<file path="src/rtl/egress_pop_ctrl.sv">
// egress_pop_ctrl: round-robin pop controller draining four egress FIFOs into one registered output stream
module egress_pop_ctrl #(
  parameter int data_width = 10,
  parameter int num_fifos  = 4
) (
  input  logic                  clk,
  input  logic                  reset,
  input  logic                  init,
  input  logic                  pause,
  input  logic                  empty_P4,
  input  logic                  empty_P5,
  input  logic                  empty_P6,
  input  logic                  empty_P7,
  input  logic [data_width-1:0] data_P4,
  input  logic [data_width-1:0] data_P5,
  input  logic [data_width-1:0] data_P6,
  input  logic [data_width-1:0] data_P7,
  output logic                  pop_F0,
  output logic                  pop_F1,
  output logic                  pop_F2,
  output logic                  pop_F3,
  output logic                  IDLE,
  output logic [1:0]            state_out,
  output logic [data_width-1:0] data_out,
  output logic                  valid_out,
  output logic [1:0]            src_idx
);
  typedef enum logic [1:0] {S_RESET = 2'd0, S_INIT = 2'd1, S_IDLE = 2'd2, S_ACTIVE = 2'd3} state_t;
  state_t                r_state, w_next;
  logic [1:0]            r_rr, r_src, w_grant;
  logic [data_width-1:0] r_data, w_data;
  logic                  r_valid, w_pop;
  logic [num_fifos-1:0]  w_req, w_pops;
  always_comb begin
    w_req   = ~{empty_P7, empty_P6, empty_P5, empty_P4};
    w_grant = r_rr;
    // descending scan so the smallest offset from r_rr is the one that sticks
    for (int k = num_fifos - 1; k >= 0; k--)
      if (w_req[r_rr + 2'(k)]) w_grant = r_rr + 2'(k);
    // gating by reset keeps a word from leaving a FIFO when it could not be forwarded
    w_pop  = !reset && r_state == S_ACTIVE && !pause && |w_req;
    w_pops = w_pop ? {{(num_fifos-1){1'b0}}, 1'b1} << w_grant : '0;
    w_data = w_grant == 2'd0 ? data_P4 : w_grant == 2'd1 ? data_P5 : w_grant == 2'd2 ? data_P6 : data_P7;
  end
  always_comb begin
    w_next = r_state;
    unique case (r_state)
      S_RESET:  w_next = S_INIT;
      S_INIT:   w_next = init ? S_INIT : S_IDLE;
      S_IDLE:   w_next = init ? S_INIT : (|w_req && !pause) ? S_ACTIVE : S_IDLE;
      S_ACTIVE: w_next = init ? S_INIT : (!(|w_req) && !w_pop) ? S_IDLE : S_ACTIVE;
      default:  w_next = S_RESET;
    endcase
  end
  always_ff @(posedge clk) begin
    if (reset) begin
      r_state <= S_RESET;
      r_rr    <= '0;
      r_data  <= '0;
      r_valid <= 1'b0;
      r_src   <= '0;
    end else begin
      r_state <= w_next;
      r_valid <= w_pop;
      if (w_pop) begin
        r_rr   <= w_grant + 2'd1;
        r_src  <= w_grant;
        r_data <= w_data;
      end
    end
  end
  assign {pop_F3, pop_F2, pop_F1, pop_F0} = w_pops;
  assign IDLE      = r_state == S_IDLE;
  assign state_out = r_state;
  assign data_out  = r_data;
  assign valid_out = r_valid;
  assign src_idx   = r_src;
endmodule

</file>
<file path="config.mk">
export PLATFORM = sky130hd
export DESIGN_NAME = egress_pop_ctrl
export DESIGN_NICKNAME = d
export VERILOG_FILES = /design/src/rtl/egress_pop_ctrl.sv
export SDC_FILE = /design/constraint.sdc
export NUM_CORES = 1
export LEC_CHECK = 0
export CAP_MARGIN = 10
export CORE_MARGIN = 2
export CORE_UTILIZATION = 33
export DETAILED_ROUTE_END_ITERATION = 6
export PLACE_DENSITY = 0.73
export SLEW_MARGIN = 10
export SYNTH_ARGS = -nofsm -noshare
export SYNTH_HDL_FRONTEND = slang
export SYNTH_SLANG_ARGS = --single-unit
</file>
<file path="constraint.sdc">
create_clock -name clk -period 2.05 [get_ports clk]
set_clock_uncertainty 0.05 [all_clocks]
set_input_delay 0.41 -clock clk [delete_from_list [all_inputs] [get_ports clk]]
set_output_delay 0.41 -clock clk [all_outputs]
set_load 0.02 [all_outputs]
</file>
# [After elaboration in Yosys (flattened, before gate mapping)]
# Index checks and enable logic that the tools add are counted.
[totals] word_cells=54 regBits=17 out_inout_bits=20 in_bits=48
[op_classes] eq_ne=5 n_shift=1 bitwise_logic=1 mux=22 order_cmp=4 reduce_logical=12 add_sub_neg=4
[ops] cell="2-to-1 mux 10 bit" count=3
[ops] cell="2-to-1 mux 2 bit" count=7
[ops] cell="less-than comparator 2 x 3 -> 1 bit (second input constant)" count=4
[ops] cell="binary-select mux 1 bit (select 2 bit)" count=4
[ops] cell="one-hot mux 2 bit (4 select lines)" count=1
[ops] cell="== test 2 bit (second input constant)" count=3
[ops] cell="2-to-1 mux 1 bit" count=6
[ops] cell="logical AND 1 bit" count=5
[ops] cell="adder 2 x 1 -> 2 bit (second input constant)" count=2
[ops] cell="adder 2 bit (second input constant)" count=2
[ops] cell="== test 2 x 1 -> 1 bit (second input constant)" count=2
[ops] cell="logical NOT 1 bit" count=4
[ops] cell="logical NOT 2 bit" count=2
[ops] cell="2-to-1 mux 4 bit" count=1
[ops] cell="inverter 4 bit" count=1
[ops] cell="OR reduction 4 bit" count=1
[ops] cell="<< shifter 1 x 2 -> 4 bit (first input constant)" count=1

# [Depth between registers and ports, before layout]
# Gate-level depths: netlist of run 1.
[logic_depth] depth_word=11 ltp_mapped=10 mapped_depth_nobuf=9

# [Least setup slack after synthesis of run 1]
# OpenSTA, ideal clock, no wires.
[synth_path] kind="register -> output" from="register r_rr[1]" to="output pop_F0" t_required_ps=1590 slack_ps=-297 stages_incl_launch_ff=8 arrival_ps=1887 path_buffers=1 cell_sequence="dfxtp_1 -> o21ai_0 -> a22oi_1 -> nor2b_1 -> a21oi_1 -> ha_1 -> clkbuf_1 -> and3_1"
[synth_via] elab_chain_len=9 word_cells_on_any_way=17 classes_between="3 x add/sub; 1 x shift; 13 x mux"
[synth_rtl] element="from (decl)" line="30" rtl="logic [1:0] r_rr, r_src, w_grant;"
[synth_rtl] element="from (signal assigned)" line="66" rtl="r_rr <= w_grant + 2'd1;"
[synth_rtl] element="adder 2 bit" line="39" rtl="if (w_req[r_rr + 2'(k)]) w_grant = r_rr + 2'(k);"
[synth_rtl] element="binary-select mux 1 bit (select 2 bit)" line="39"
[synth_rtl] element="2-to-1 mux 1 bit (not written as such)" line="39"
[synth_rtl] element="2-to-1 mux 2 bit (3 in a row)" line="39"
[synth_rtl] element="2-to-1 mux 2 bit *" line="39"
[synth_rtl] element="<< shifter 1 x 2 -> 4 bit *" line="42" rtl="w_pops = w_pop ? {{(num_fifos-1){1'b0}}, 1'b1} << w_grant : '0;"
[synth_rtl] element="2-to-1 mux 4 bit *" line="42"
[synth_rtl] element="to (decl)" line="18" rtl="output logic pop_F0,"
# Every way passes the cells marked *; elsewhere a longest branch is shown, timed or not. The select of a mux whose other input is x is not followed.

# [Worst setup path after layout of run 1]
[layout_path] from="register r_rr[0]" to="output pop_F2"
[layout_via] elab_chain_len=9 word_cells_on_any_way=17 classes_between="3 x add/sub; 1 x shift; 13 x mux"
[layout_rtl] element="adder 2 bit" line="39"
[layout_rtl] element="binary-select mux 1 bit (select 2 bit)" line="39"
[layout_rtl] element="2-to-1 mux 1 bit (not written as such)" line="39"
[layout_rtl] element="2-to-1 mux 2 bit (3 in a row)" line="39"
[layout_rtl] element="2-to-1 mux 2 bit *" line="39"
[layout_rtl] element="named net w_grant[1]" line="30"
[layout_rtl] element="<< shifter 1 x 2 -> 4 bit *" line="42"
[layout_rtl] element="2-to-1 mux 4 bit *" line="42"
[layout_rtl] element="to (decl)" line="20" rtl="output logic pop_F2,"
# Mark *: on every way through the listed nets, which the timed path passes. The rest lies on a longest branch. The select of a mux whose other input is x is not followed.

==> impl_metrics.json, run 1 <==
{
  "max_freq_ghz": 0.459,
  "hold_viol_final": 0,
  "min_path_type": "flip-flop to flip-flop",
  "grt_pass1_wl_um": 5160,
  "seqPwrFrac": 0.419,
  "ios": 68,
  "antenna_found_initial": 0,
  "syn_area_per_cell_sq_um": 8.36,
  "clkPwrFrac": 0.206,
  "synth_top_area_frac": 0.313,
  "clk_latency_ns": 0.28,
  "switching_share": 0.279,
  "criticalPathCategory": "flip-flop to primary output",
  "cp-start-kind": "flip-flop",
  "finalNetCount": 267,
  "cts_max_level": 1,
  "dp_hpwl_um": 2920,
  "crit_path_max_fanout": 5,
  "dr.pass1.iters": 4,
  "hold-worst-slack_ns": 0.492,
  "end_kind": "primary output",
  "areaGrowthSynthToFinish_pct": 86.4,
  "die-height_um": 61.4,
  "finalCriticalPeriod_ns": 2.18,
  "clock_path_buffers": 2,
  "ir_drop_v": 0.000322,
  "crit_arrival_ns": 1.72,
  "gr-total-overflow": 0,
  "drtAntennaViolNets": 0,
  "worstRegToRegCells": 9,
  "synth_nets": 182,
  "seq_area_frac_synth": 0.313,
  "grt_pass1_vias": 1195,
  "violations": "negative setup slack",
  "setup_tns_ns": -0.476,
  "holdPathStages": 2,
  "diodes": 0,
  "fin_crit_sh": 1.06,
  "p_sw_mw": 0.230,
  "ys_warn_count": 0,
  "setup_viol": 4,
  "grtUsageTotal": 0.184,
  "syn-cell-area_sq_um": 1090,
  "cp.required_ns": 1.59,
  "syn_inst": 130,
  "finalWeightedCongestion": 0.765,
  "yosysUniqueCellTypes": 28,
  "setup_slack_ns": -0.129,
  "cap_violations": 0,
  "drive_gt1_frac": 0.248,
  "rsz0062_at_grt": "true",
  "fp.dieW_um": 61.4,
  "p_int_mw": 0.592,
  "slew_violations": 0,
  "path_clk_slew_ns": 0.09,
  "max_slew_margin": 0.777,
  "port_buffers": 67,
  "status": "complete, but fails checks",
  "wl_um": 3700,
  "leakage_nw": 0.832,
  "synth_largest_area_cell": "dfxtp_1",
  "drc": 0,
  "drt_iter0_markers": 47,
  "ctsRootBufferMaster": "clkbuf_4",
  "worst_slew_pin_slew_ns": 0.332,
  "pwr-share-comb": 0.374,
  "cts.sinks": 17,
  "yosys-top-cells-area": "dfxtp_1 31%, mux2i_1 18%, o21ai_0 12%",
  "via_per_inst": 4.84,
  "start_util": 0.350,
  "grt_max_degree": 27,
  "avgRoutedWirePerCell_um": 14.3,
  "cts_buffers": 3,
  "vias": 1248,
  "core_sq_um": 3100,
  "synth.ff_latch_count": 17,
  "cts_tree": "built",
  "p_per_area_nw_per_um2": 405,
  "rows": 20,
  "ctsHoldBuffers": 0,
  "die_area_sq_um": 3770
}
==> synthesized netlist by cell type (all sizes together) <==
cell type,n
nor2b,3
o21ai,25
a21boi,1
nand2,12
a21oi,13
nor2,7
clkbuf,2
and4b,1
ha,4
inv,2
and3,5
o221a,1
o21bai,1
nand4,1
o211ai,1
nand4b,1
nand3b,1
nand2b,2
a211oi,1
a21o,1
mux2i,20
buf,6
a22oi,1
a31oi,1
dfxtp,17
==> power by group through the flow <==
stage | Sequential (mW) | Clock (mW) | Combinational [mW]
finish | 0.344 | 0.170 | 0.308
global placement | 0.352 | 0 | 0.265
detailed placement | 0.353 | 0 | 0.273
floorplan | 0.360 | 0 | 0.113
global route | 0.346 | 0.191 | 0.329
CTS | 0.344 | 0.175 | 0.289
==> logic make-up after synthesis <==
group	count (synthesis)	synth area share
multiplexers	20	0.184
buffers and inverters	10	0.0621
AO/OA/AOI/OAI	46	0.232
adder cells (fa/ha/maj)	4	0.0460
flip-flops	17	0.313
AND/OR/NAND/NOR	33	0.162
==> repair_timing <==
item                                   CTS  global route
setup endpoints to repair               14            14
pin swaps                                5             5
setup buffers                            4             3
resized for setup                       54            19
endpoints found under the hold margin    0             0
gates cloned                             0             0
==> state kept, by name, summed over array words and instances, names as in the netlist <==
| signal | flops |
|---|---|
| state_out | 2 |
| data_out | 10 |
| r_rr | 2 |
| valid_out | 1 |
| src_idx | 2 |
==> cell usage in the layout (no fill, tap or decap), types with 2 or more instances in the layout <==
cell and count:
ha_2 3, clkbuf_4 3, o21ai_1 9, nor2b_1 2, and3_4 3, and3_1 2, nor2_1 6, inv_1 2
dfxtp_1 15, o21ai_2 2, o21ai_0 14, buf_6 4, clkdlybuf4s50_1 59, nand2_1 12, a21oi_1 12, buf_2 2
mux2i_1 19, buf_4 20
==> through the flow <==
| stage | instances | total power [mW] | utilization | setup WS (ns) | area, sq um |
|---|---|---|---|---|---|
| finish | 258 | 0.822 | 0.653 | -0.129 | 2030 |
| floorplan | 130 | 0.473 | - | 0.00466 | 1090 |
| detailed placement | 248 | 0.626 | 0.602 | -0.978 | 1870 |
| CTS | 256 | 0.808 | 0.638 | -0.117 | 1980 |
| global route | 258 | 0.866 | 0.653 | -0.210 | 2030 |
| global placement | 248 | 0.617 | 0.602 | -0.890 | 1870 |
==> worst max-delay path, cell delays in order (launching register included) <==
cell and delay (ns):
dfxtp_2 0.37, o21ai_0 0.31, nand2_1 0.19, nand2b_4 0.13
ha_4 0.15, and3_4 0.18, buf_6 0.11
==> path summary, 6_finish.rpt <==
| check | endpoint | slack, ns | startpoint |
|---|---|---|---|
| hold / removal | data_out[6] | 0.49 | data_out[6] |
| setup reg to reg | data_out[0] | 0.01 | r_rr[0] |
| setup / recovery | pop_F2 | -0.13 | r_rr[0] |
| hold reg to reg | data_out[6] | 0.49 | data_out[6] |
==> per-layer routing <==
layer / wire length [um] / track usage / vias to the layer above
met3: 179 / 0.0252 / 2
met4: 30 / 0.0608 / 0
met1: 1590 / 0.226 / 577
met2: 1900 / 0.330 / 31
met5: 0 / 0 / -
li1: - / - / 638
==> area by class of cell <==
| type | count | area [sq um] |
|---|---|---|
| fill | 279 | 1080 |
| timing repair buffer | 88 | 836 |
| multi-input combinational | 103 | 756 |
| sequential | 17 | 345 |
| tap | 44 | 55.1 |
| clock buffer | 3 | 22.5 |
| inverter | 2 | 7.51 |
| clock inverter | 1 | 5.00 |
(Power assumes the default switching activity.)
==> inputs of run 2 (changes only) <==
--- a/config.mk
+++ b/config.mk
@@ -12,2 +12,4 @@
 export PLACE_DENSITY = 0.73
+export SETUP_SLACK_MARGIN = 0.3
+export SKIP_LAST_GASP = 1
 export SLEW_MARGIN = 10
--- a/constraint.sdc
+++ b/constraint.sdc
@@ -4,2 +4,2 @@
 set_output_delay 0.41 -clock clk [all_outputs]
-set_load 0.02 [all_outputs]
+set_load 0.05 [all_outputs]
==> impl_metrics.json, run 2 (synthesis gave the netlist of run 1 again) <==
{
  "met3_length_um": 427,
  "cp.required_ns": 1.59,
  "die-height_um": 61.4,
  "cts_tree": "built",
  "fin_crit_sh": 1.11,
  "placedCellCount": 252,
  "vias": 1320,
  "grt_pass1_vias": 1242,
  "finalCriticalPeriod_ns": 2.27,
  "grt_pass1_wl_um": 5490,
  "rows": 20,
  "via_per_inst": 4.98,
  "criticalPathCategory": "primary input to primary output",
  "p_per_area_nw_per_um2": 411,
  "die_area_sq_um": 3770,
  "grtUsageTotal": 0.203,
  "hold-worst-slack_ns": 0.490,
  "slowest_stage": "o211ai_1",
  "dp_hpwl_um": 2980,
  "setup_viol": 5,
  "leakage_nw": 0.951,
  "antenna_found_initial": 0,
  "clk_latency_ns": 0.30,
  "status": "complete, but fails checks",
  "placed_cell_area_sq_um": 2000,
  "multiInputGateArea_sq_um": 757,
  "final_common_cell": "clkdlybuf4s50_1",
  "finalWeightedCongestion": 0.786,
  "crit_arrival_ns": 1.81,
  "cp_cell_sequence": "clkdlybuf4s15_2 -> nor2_4 -> a21oi_1 -> o211ai_1 -> inv_1 -> ha_2 -> and3_4 -> buf_12",
  "register_area_sq_um": 348,
  "post-route-cell-area_sq_um": 2130,
  "core_sq_um": 3100,
  "p_sw_mw": 0.262,
  "clkPwrFrac": 0.208,
  "hold_viol_final": 0,
  "setup_tns_ns": -0.743,
  "diodes": 0,
  "grt_max_degree": 22,
  "met2RoutedLength_um": 1850,
  "ctsRootBufferMaster": "clkbuf_4",
  "max_stage_delay_ns": 0.30,
  "drive_gt1_frac": 0.281,
  "gr-total-overflow": 0,
  "drt_iter0_markers": 49,
  "ios": 68,
  "setup_slack_ns": -0.218,
  "avgRoutedWirePerCell_um": 14.8,
  "rsz0062_at_grt": "true",
  "pwr-share-comb": 0.398,
  "min_path_type": "flip-flop to flip-flop",
  "cts_buffers": 3,
  "cp_num_buf_inv": 3,
  "clock_path_buffers": 2,
  "drc": 0,
  "ir_drop_v": 0.000212,
  "path_delay_family": "buffers and inverters",
  "drtAntennaViolNets": 0,
  "most-common-layout-cells": "43 x clkdlybuf4s50_1, 25 x buf_4, 18 x mux2i_1",
  "max_freq_ghz": 0.441,
  "violations": "negative setup slack",
  "cp-start-kind": "primary input",
  "top_layer": "met4",
  "path_clk_slew_ns": 0.10,
  "cts_max_level": 1,
  "finalNetCount": 274,
  "num-fill-cells": 272,
  "end_kind": "primary output",
  "crit_path_max_fanout": 5,
  "slew_violations": 0,
  "worst_slew_pin_slew_ns": 0.511,
  "wl_met1_um": 1590,
  "max_slew_margin": 0.660,
  "dr.pass1.iters": 4,
  "areaGrowthSynthToFinish_pct": 95.9,
  "ctsHoldBuffers": 0,
  "p_int_mw": 0.614,
  "largest_reg_flops": 10,
  "fp.dieW_um": 61.4,
  "cap_violations": 0,
  "wl_um": 3930,
  "start_util": 0.350,
  "cts.sinks": 17,
  "port_buffers": 67,
  "seqPwrFrac": 0.394,
  "switching_share": 0.300,
  "stdcell_count": 265
}
-- run 2: what timing repair did --
action | 4_1_cts | 5_1_grt
setup buffers | 4 | 4
pin swaps | 15 | 9
setup endpoints to repair | 33 | 14
gates resized for setup | 44 | 4
gates cloned | 1 | 0
-- run 2: worst paths after layout --
check / from / endpoint / slack, ns / depth (start not counted)
min reg2reg: data_out[8] / data_out[8] / 0.49 / 2
max: empty_P4 / pop_F1 / -0.22 / 8
max reg2reg: r_rr[1] / data_out[2] / -0.01 / 11
min: data_out[8] / data_out[8] / 0.49 / 2
-- run 2: layer usage --
| metal | vias to the layer above | GRT usage |
|---|---|---|
| met5 | - | 0 |
| met4 | 0 | 0.0669 |
| met3 | 7 | 0.0609 |
| met2 | 61 | 0.374 |
| met1 | 601 | 0.221 |
| li1 | 651 | - |
-- run 2: area by class of cell --
class                           count  area share
Multi-Input combinational cell    103       0.355
Inverter                            2     0.00353
Clock buffer                        4      0.0123
Tap cell                           44      0.0259
Timing Repair Buffer               95       0.439
Sequential cell                    17       0.163
-- run 2: metrics by stage --
| stage | util | power (mW) | setup WS [ns] |
|---|---|---|---|
| detailed placement | 0.646 | 0.667 | -0.628 |
| CTS | 0.673 | 0.868 | -0.197 |
| floorplan | - | 0.508 | 0.0529 |
| global route | 0.686 | 0.921 | -0.276 |
| global placement | 0.646 | 0.661 | -0.512 |
| finish | 0.686 | 0.876 | -0.218 |
-- run 2: worst register-to-register path, stage by stage, from the launching register on --
cell and delay, ns:
dfxtp_4 0.38, nor2_4 0.08, a21oi_1 0.05, o211ai_1 0.30
buf_4 0.19, ha_4 0.13, buf_6 0.12, buf_12 0.12
mux2i_1 0.20, o21ai_1 0.08, mux2i_1 0.17, a21oi_1 0.10
-- run 2: power groups by stage --
stage,logic [mW],clock network (mW),registers [mW]
after detailed placement,0.314,0,0.354
final,0.349,0.182,0.345
after floorplan,0.130,0,0.378
after CTS,0.335,0.188,0.345
after global placement,0.307,0,0.353
after global routing,0.373,0.201,0.346
